$ cat src/rtl/logic_shift_unit_if.sv
// ============================================================================
// logic_shift_unit_if : request/result bundle for the logic/shift unit
// Rev 1.0
// ============================================================================
`default_nettype none

interface logic_shift_unit_if #(
    parameter int WORD_SIZE = 16
);
    logic                 start;
    logic [2:0]           op;
    logic                 byte_op;
    logic [WORD_SIZE-1:0] src_a;
    logic [WORD_SIZE-1:0] src_b;
    logic                 carry_in;
    logic                 ready;
    logic                 done;
    logic [WORD_SIZE-1:0] result;
    logic                 carry;
    logic                 zero;
    logic                 neg;

    modport master (
        output start, op, byte_op, src_a, src_b, carry_in,
        input  ready, done, result, carry, zero, neg
    );

    modport slave (
        input  start, op, byte_op, src_a, src_b, carry_in,
        output ready, done, result, carry, zero, neg
    );
endinterface

`default_nettype wire

$ cat src/rtl/logic_shift_unit_m.sv
// ============================================================================
// logic_shift_unit_m : multi-cycle logic / shift unit, one shift bit per cycle
// Rev 1.0
// ============================================================================
`default_nettype none

module logic_shift_unit_m #(
    parameter int WORD_SIZE = 16
) (
    input  wire logic               clk,
    input  wire logic               rst_n,
    logic_shift_unit_if.slave       bus
);
    localparam int CNT_W = $clog2(WORD_SIZE);

    typedef enum logic [1:0] {
        IDLE  = 2'd0,
        SHIFT = 2'd1,
        DONE  = 2'd2
    } state_t;

    state_t               r_state;
    state_t               w_next;
    logic [2:0]           r_op;
    logic                 r_byte;
    logic [WORD_SIZE-1:0] r_val;
    logic                 r_c;
    logic [CNT_W-1:0]     r_cnt;
    logic [WORD_SIZE-1:0] r_result;
    logic                 r_carry;
    logic                 r_zero;
    logic                 r_neg;

    logic [CNT_W-1:0]     w_cnt_in;
    logic [WORD_SIZE-1:0] w_logic;
    logic [WORD_SIZE-1:0] w_logic_res;
    logic                 w_msb_in;
    logic [WORD_SIZE-1:0] w_step;
    logic                 w_step_c;
    logic                 w_accept;
    logic                 w_quick;
    logic                 w_finish;
    logic                 w_load;
    logic [WORD_SIZE-1:0] w_res_next;
    logic                 w_c_next;
    logic                 w_byte_next;
    logic                 w_zero_next;
    logic                 w_neg_next;

    // Incoming operands: count extraction and single-cycle logic result
    always_comb begin
        w_cnt_in = bus.byte_op ? CNT_W'(bus.src_b[2:0]) : bus.src_b[CNT_W-1:0];
        case (bus.op[1:0])
            2'b00:   w_logic = bus.src_a ^ bus.src_b;
            2'b01:   w_logic = bus.src_a & bus.src_b;
            2'b10:   w_logic = bus.src_a & ~bus.src_b;
            default: w_logic = bus.src_a | bus.src_b;
        endcase
        w_logic_res = bus.byte_op ? {bus.src_a[WORD_SIZE-1:8], w_logic[7:0]} : w_logic;
    end

    // One-bit step of the latched operand; op[1:0]==00 is SLL
    always_comb begin
        case (r_op[1:0])
            2'b10:   w_msb_in = r_byte ? r_val[7] : r_val[WORD_SIZE-1];
            2'b11:   w_msb_in = r_c;
            default: w_msb_in = 1'b0;
        endcase
        if (r_op[1:0] == 2'b00) begin
            w_step_c = r_byte ? r_val[7] : r_val[WORD_SIZE-1];
            w_step   = r_byte ? {r_val[WORD_SIZE-1:8], r_val[6:0], 1'b0}
                              : {r_val[WORD_SIZE-2:0], 1'b0};
        end else begin
            w_step_c = r_val[0];
            w_step   = r_byte ? {r_val[WORD_SIZE-1:8], w_msb_in, r_val[7:1]}
                              : {w_msb_in, r_val[WORD_SIZE-1:1]};
        end
    end

    always_comb begin
        w_accept = (r_state == IDLE) && bus.start;
        w_quick  = !bus.op[2] || (w_cnt_in == '0);
        w_finish = (r_state == SHIFT) && (r_cnt == CNT_W'(1));
        w_load   = (w_accept && w_quick) || w_finish;
        if (w_accept) begin
            w_res_next  = bus.op[2] ? bus.src_a : w_logic_res;
            w_c_next    = bus.carry_in;
            w_byte_next = bus.byte_op;
        end else begin
            w_res_next  = w_step;
            w_c_next    = w_step_c;
            w_byte_next = r_byte;
        end
        w_zero_next = w_byte_next ? (w_res_next[7:0] == 8'd0) : (w_res_next == '0);
        w_neg_next  = w_byte_next ? w_res_next[7] : w_res_next[WORD_SIZE-1];
    end

    always_comb begin
        w_next = r_state;
        case (r_state)
            IDLE:    if (bus.start) w_next = w_quick ? DONE : SHIFT;
            SHIFT:   if (r_cnt == CNT_W'(1)) w_next = DONE;
            DONE:    w_next = IDLE;
            default: w_next = IDLE;
        endcase
    end

    always_ff @(posedge clk) begin
        if (!rst_n) begin
            r_state <= IDLE;
        end else begin
            r_state <= w_next;
        end
    end

    always_ff @(posedge clk) begin
        if (!rst_n) begin
            r_op     <= 3'd0;
            r_byte   <= 1'b0;
            r_val    <= '0;
            r_c      <= 1'b0;
            r_cnt    <= '0;
            r_result <= '0;
            r_carry  <= 1'b0;
            r_zero   <= 1'b0;
            r_neg    <= 1'b0;
        end else begin
            if (w_accept) begin
                r_op   <= bus.op;
                r_byte <= bus.byte_op;
                r_val  <= bus.src_a;
                r_c    <= bus.carry_in;
                r_cnt  <= w_cnt_in;
            end else if (r_state == SHIFT) begin
                r_val  <= w_step;
                r_c    <= w_step_c;
                r_cnt  <= r_cnt - CNT_W'(1);
            end
            if (w_load) begin
                r_result <= w_res_next;
                r_carry  <= w_c_next;
                r_zero   <= w_zero_next;
                r_neg    <= w_neg_next;
            end
        end
    end

    assign bus.ready  = (r_state == IDLE);
    assign bus.done   = (r_state == DONE);
    assign bus.result = r_result;
    assign bus.carry  = r_carry;
    assign bus.zero   = r_zero;
    assign bus.neg    = r_neg;

endmodule

`default_nettype wire
$ cat src/flat_wrapper.sv
// flat-port wrapper written by rule: the top's interface ports become plain ports
module logic_shift_unit_m_flat 
#(
    parameter int WORD_SIZE = 16
)
  (clk, rst_n, bus_start, bus_op, bus_byte_op, bus_src_a, bus_src_b, bus_carry_in, bus_ready, bus_done, bus_result, bus_carry, bus_zero, bus_neg);
  logic_shift_unit_if #(.WORD_SIZE(WORD_SIZE)) bus_i ();
  input  wire logic clk;
  input  wire logic rst_n;
  input wire logic [$bits(bus_i.start)-1:0] bus_start;
  input wire logic [$bits(bus_i.op)-1:0] bus_op;
  input wire logic [$bits(bus_i.byte_op)-1:0] bus_byte_op;
  input wire logic [$bits(bus_i.src_a)-1:0] bus_src_a;
  input wire logic [$bits(bus_i.src_b)-1:0] bus_src_b;
  input wire logic [$bits(bus_i.carry_in)-1:0] bus_carry_in;
  output wire logic [$bits(bus_i.ready)-1:0] bus_ready;
  output wire logic [$bits(bus_i.done)-1:0] bus_done;
  output wire logic [$bits(bus_i.result)-1:0] bus_result;
  output wire logic [$bits(bus_i.carry)-1:0] bus_carry;
  output wire logic [$bits(bus_i.zero)-1:0] bus_zero;
  output wire logic [$bits(bus_i.neg)-1:0] bus_neg;
  assign bus_i.start = bus_start;
  assign bus_i.op = bus_op;
  assign bus_i.byte_op = bus_byte_op;
  assign bus_i.src_a = bus_src_a;
  assign bus_i.src_b = bus_src_b;
  assign bus_i.carry_in = bus_carry_in;
  assign bus_ready = bus_i.ready;
  assign bus_done = bus_i.done;
  assign bus_result = bus_i.result;
  assign bus_carry = bus_i.carry;
  assign bus_zero = bus_i.zero;
  assign bus_neg = bus_i.neg;
  logic_shift_unit_m #(.WORD_SIZE(WORD_SIZE)) u_core (.clk(clk), .rst_n(rst_n), .bus(bus_i));
endmodule
$ cat config.mk
export PLATFORM = sky130hd
export DESIGN_NAME = logic_shift_unit_m_flat
export DESIGN_NICKNAME = d
export VERILOG_FILES = /design/src/rtl/logic_shift_unit_if.sv /design/src/rtl/logic_shift_unit_m.sv /design/src/flat_wrapper.sv
export SDC_FILE = /design/constraint.sdc
export NUM_CORES = 1
export LEC_CHECK = 0
export CORE_ASPECT_RATIO = 1.5
export CORE_UTILIZATION = 45
export DETAILED_ROUTE_END_ITERATION = 10
export GPL_ROUTABILITY_DRIVEN = 0
export PLACE_DENSITY_LB_ADDON = 0.25
export SLEW_MARGIN = 15
export SYNTH_ARGS = -nofsm -noshare
export SYNTH_HDL_FRONTEND = slang
export SYNTH_SLANG_ARGS = --single-unit
$ cat constraint.sdc
create_clock -name clk -period 2.95 [get_ports clk]
set_input_delay 0.4425 -clock clk [delete_from_list [all_inputs] [get_ports clk]]
set_output_delay 0.4425 -clock clk [all_outputs]
set_load 0.02 [all_outputs]
==> reports/qor.csv <==
metric,value,unit
result of the run,finished clean,
Mean Syn Cell Area,7.678,µm²
post-layout min period,2.684,ns
area growth from synthesis to final layout,27.18,%
wire length of the first global-routing pass,16.34,mm
instance area after placement,4259,µm²
number of primary I/O pins,61,
clock latency reported for the late side of the worst-skew pair,0.30,ns
critical path endpoint category,flip-flop,
logic gate share of total power,37.2,%
Worst path slowest cell,or3b_1,
# diodes,0,
total power density per cell area,410.7,nW/µm²
"Hold Violations, Final",0,
Setup Buffers After CTS,0,
asr flop ratio synth,0,%
Crit path required time,3.18,ns
Critical Path Stages,9,
Global Route Usage Sum,26.90,%
"Clk pin slew, worst setup/hold paths",0.09,ns
y dimension of the die,108.8,µm
total routed wirelength,10.19,mm
total of endpoints with negative setup slack in the final report,0,
floorplan die width,73.23,µm
highest attainable clock frequency,372.5,MHz
number of different library cells in the post-synthesis netlist,53,
count of TritonRoute iterations in the first routing pass,6,
most utilized layer in the global route result,met2,
cell type group with the largest total delay on the critical path,simple AND/OR/NAND/NOR gates,
most frequent cells in the layout,"clkdlybuf4s50_1 (60), nand2_1 (46), dfxtp_1 (45), inv_1 (38), a21oi_1 (31)",
Setup crit start kind,input pin,
Post-CTS Hold Fix Bufs,0,
Yosys Warn Count,0,
list of cells traversed by the critical path,clkdlybuf4s50_1 -> or3b_1 -> buf_4 -> a21oi_1 -> o211ai_1 -> o21ai_0 -> nand2b_1 -> or4_1 -> o21ai_1,
remaining routing DRC violations,0,
initial cell density of the core,46.77,%
share of total power in sequential cells,39.7,%
leak pwr,0.001885,µW
FF-to-FF path depth,7,
CORE AREA,7322,µm²
post-route clock skew,0.007497,ns
max-capacitance violation count,0,
synthesis-stage register bit count,45,
die outline area,7970,µm²
maximum number of pins on one net before global-route repair,36,
Filler Cell Count,735,
"commonest non-fill, non-tap cell in the layout",clkdlybuf4s50_1,
wire length per cell after detailed routing,16.72,µm
number of nets in the layout,569,
clock tree from TritonCTS,built,
prevailing post-synth register cell,dfxtp_1,
number of gates resized after CTS,0,
fraction of power spent switching nets,34.93,%
worst slew margin relative to its limit,32.84,%
maximum clock insertion buffer count,2,
Clock Sink Count,45,
RSZ-0062 raised after global routing,false,
CP Capture Point,u_core.bus.zero,
total half-perimeter wirelength after legalization and detailed placement,7.950,mm
drt initial violations,147,
largest incremental delay on the critical path,0.54,ns
placed cell count,601,
cell chosen for the clock root,clkbuf_8,
Post-Synthesis Net Count,507,
residual overflow from global routing,0,
number of buffer cells added on primary ports,60,
start point of the critical path,bus_start,
Global Route met2 Usage,49.01,%
H-tree level count,2,
clock network fraction of design power,23.2,%
total power after layout,1789,µW
GR Layer Usage met3,2.773,%
antenna violations before repair,0,
Bufs and invs on worst path,2,
share of final-layout standard cells stronger than drive strength 1,10.02,%
vias per cell,5.852,
non-filler instance count after layout,609,
total number of vias,3564,
post-route setup TNS,0,ns
startpoint of the lowest-slack register-to-register path,u_core.r_op[1],
number of pins with negative max-slew slack in the final report,0,
Crit Reg-Reg Endpoint,u_core.bus.zero,
number of enable-type register cells in the synthesized netlist,0,
period utilisation layout,90.99,%
transition time at the pin with the least slew margin,1.004,ns
type of the tightest min-delay check,reg -> reg,
fin area,4355,µm²
maximum fanout encountered on the critical timing path,9,
register-to-register setup slack,0.42,ns
gate count after technology mapping,446,
cell area after synthesis,3425,µm²
internal power,1164,µW
post-synthesis sequential area ratio,26.31,%
met1 usage,27.97,%
Net Switching,624.8,µW
CTS Buf Count,5,
number of placement rows,38,
Worst Path Arrival,2.92,ns
number of nets still failing antenna checks after routing,0,
VDD IR max,0.2657,mV
via count of the first global-routing pass,3435,
WS Path Type,in -> reg,
==> power groups by stage <==
stage,registers (µW),clock network [µW],logic [µW]
2_1_floorplan,728,0,376
3_3_place_gp,719,0,647
3_5_place_dp,723,0,662
4_1_cts,708,417,665
5_1_grt,716,447,726
6_report,709,414,665
==> how the worst min path moves through the flow <==
stage                     cells after the start                     to                  start  slack [ns]
after floorplan                               2        u_core.r_cnt[2]        u_core.r_cnt[2]        0.48
after global placement                        2   u_core.bus.result[5]   u_core.bus.result[5]        0.47
after detailed placement                      2   u_core.bus.result[5]   u_core.bus.result[5]        0.46
after CTS                                     2   u_core.bus.result[5]   u_core.bus.result[5]        0.47
after global routing                          2  u_core.bus.result[15]  u_core.bus.result[15]        0.51
final                                         2   u_core.bus.result[5]   u_core.bus.result[5]        0.47
==> synth_stat cells (2+ instances only) <==
master,instances,area share (%)
buf_2,12,1.8
nor3b_1,5,1.1
and3_1,2,0.37
a221oi_1,6,1.5
nand2_1,46,5.0
o21a_1,2,0.44
nand3_1,18,2.6
and2_1,11,2.0
a211oi_1,11,2.4
nor2_1,21,2.3
a22o_1,2,0.51
nand2b_1,4,0.73
buf_1,5,0.55
a21boi_0,12,2.6
o22ai_1,4,0.73
o211ai_1,7,1.5
xor2_1,14,3.6
nand3b_1,3,0.66
a22oi_1,9,2.0
o211a_1,9,2.6
a21oi_1,31,4.5
xnor2_1,3,0.77
inv_1,38,4.2
a31oi_1,2,0.37
o31ai_1,2,0.44
o21ai_0,21,3.1
nor2b_1,18,3.3
ha_1,21,7.7
clkbuf_1,19,2.1
mux2i_1,15,4.4
mux2_2,7,2.3
dfxtp_1,45,26
==> final cells by class <==
cell class	count	area [µm²]	share of cell area (%)
Inverter	38	142.6	3.275
Sequential cell	45	900.9	20.68
Tap cell	100	125.1	2.873
Clock buffer	6	82.58	1.896
Clock inverter	2	13.76	0.3160
Multi-Input combinational cell	326	2225	51.08
Timing Repair Buffer	92	865.8	19.88
==> cells by family (layout without fill, tap and decap cells) <==
family | count (synthesis) | in the layout | share of synthesized area, %
AOI/OAI and AO/OA | 131 | 131 | 26.53
xor gates and xnor gates | 17 | 17 | 4.348
muxes | 22 | 22 | 6.686
buffers and inverters | 75 | 138 | 8.879
DFF | 45 | 45 | 26.31
and+or+nand+nor | 135 | 135 | 19.58
adders and majority gates | 21 | 21 | 7.673
==> worst reg2reg max path: stages (launching register included) <==
cell	delay, ns
dfxtp_1	0.42
nor2_1	0.39
mux2i_1	0.40
a21oi_1	0.19
a211oi_4	0.24
nand4_1	0.11
or4_1	0.55
o21ai_1	0.16
==> registers in the layout (all words and copies together) (netlist names), 2 cells and up <==
name               flops
u_core.r_cnt           4
u_core.r_state         2
u_core.bus.result     16
u_core.r_op            2
u_core.r_val          16
==> stage by stage <==
step	setup slack [ns]	hold slack (ns)	utilization, %
2_1_floorplan	0.5866	0.4790	-
6_report	0.2657	0.4704	59.48
5_1_grt	0.1620	0.5075	59.48
3_3_place_gp	0.005091	0.4664	58.17
4_1_cts	0.3075	0.4742	59.48
3_5_place_dp	0.01379	0.4619	58.17
==> metal layers <==
metal | vias to the layer above | part of all wire (%)
li1 | 1686 | -
met3 | 51 | 4.5
met4 | 0 | 7.2
met2 | 142 | 51
met5 | - | 0
met1 | 1685 | 37
Note: power is estimated with default switching activity, not from simulation.
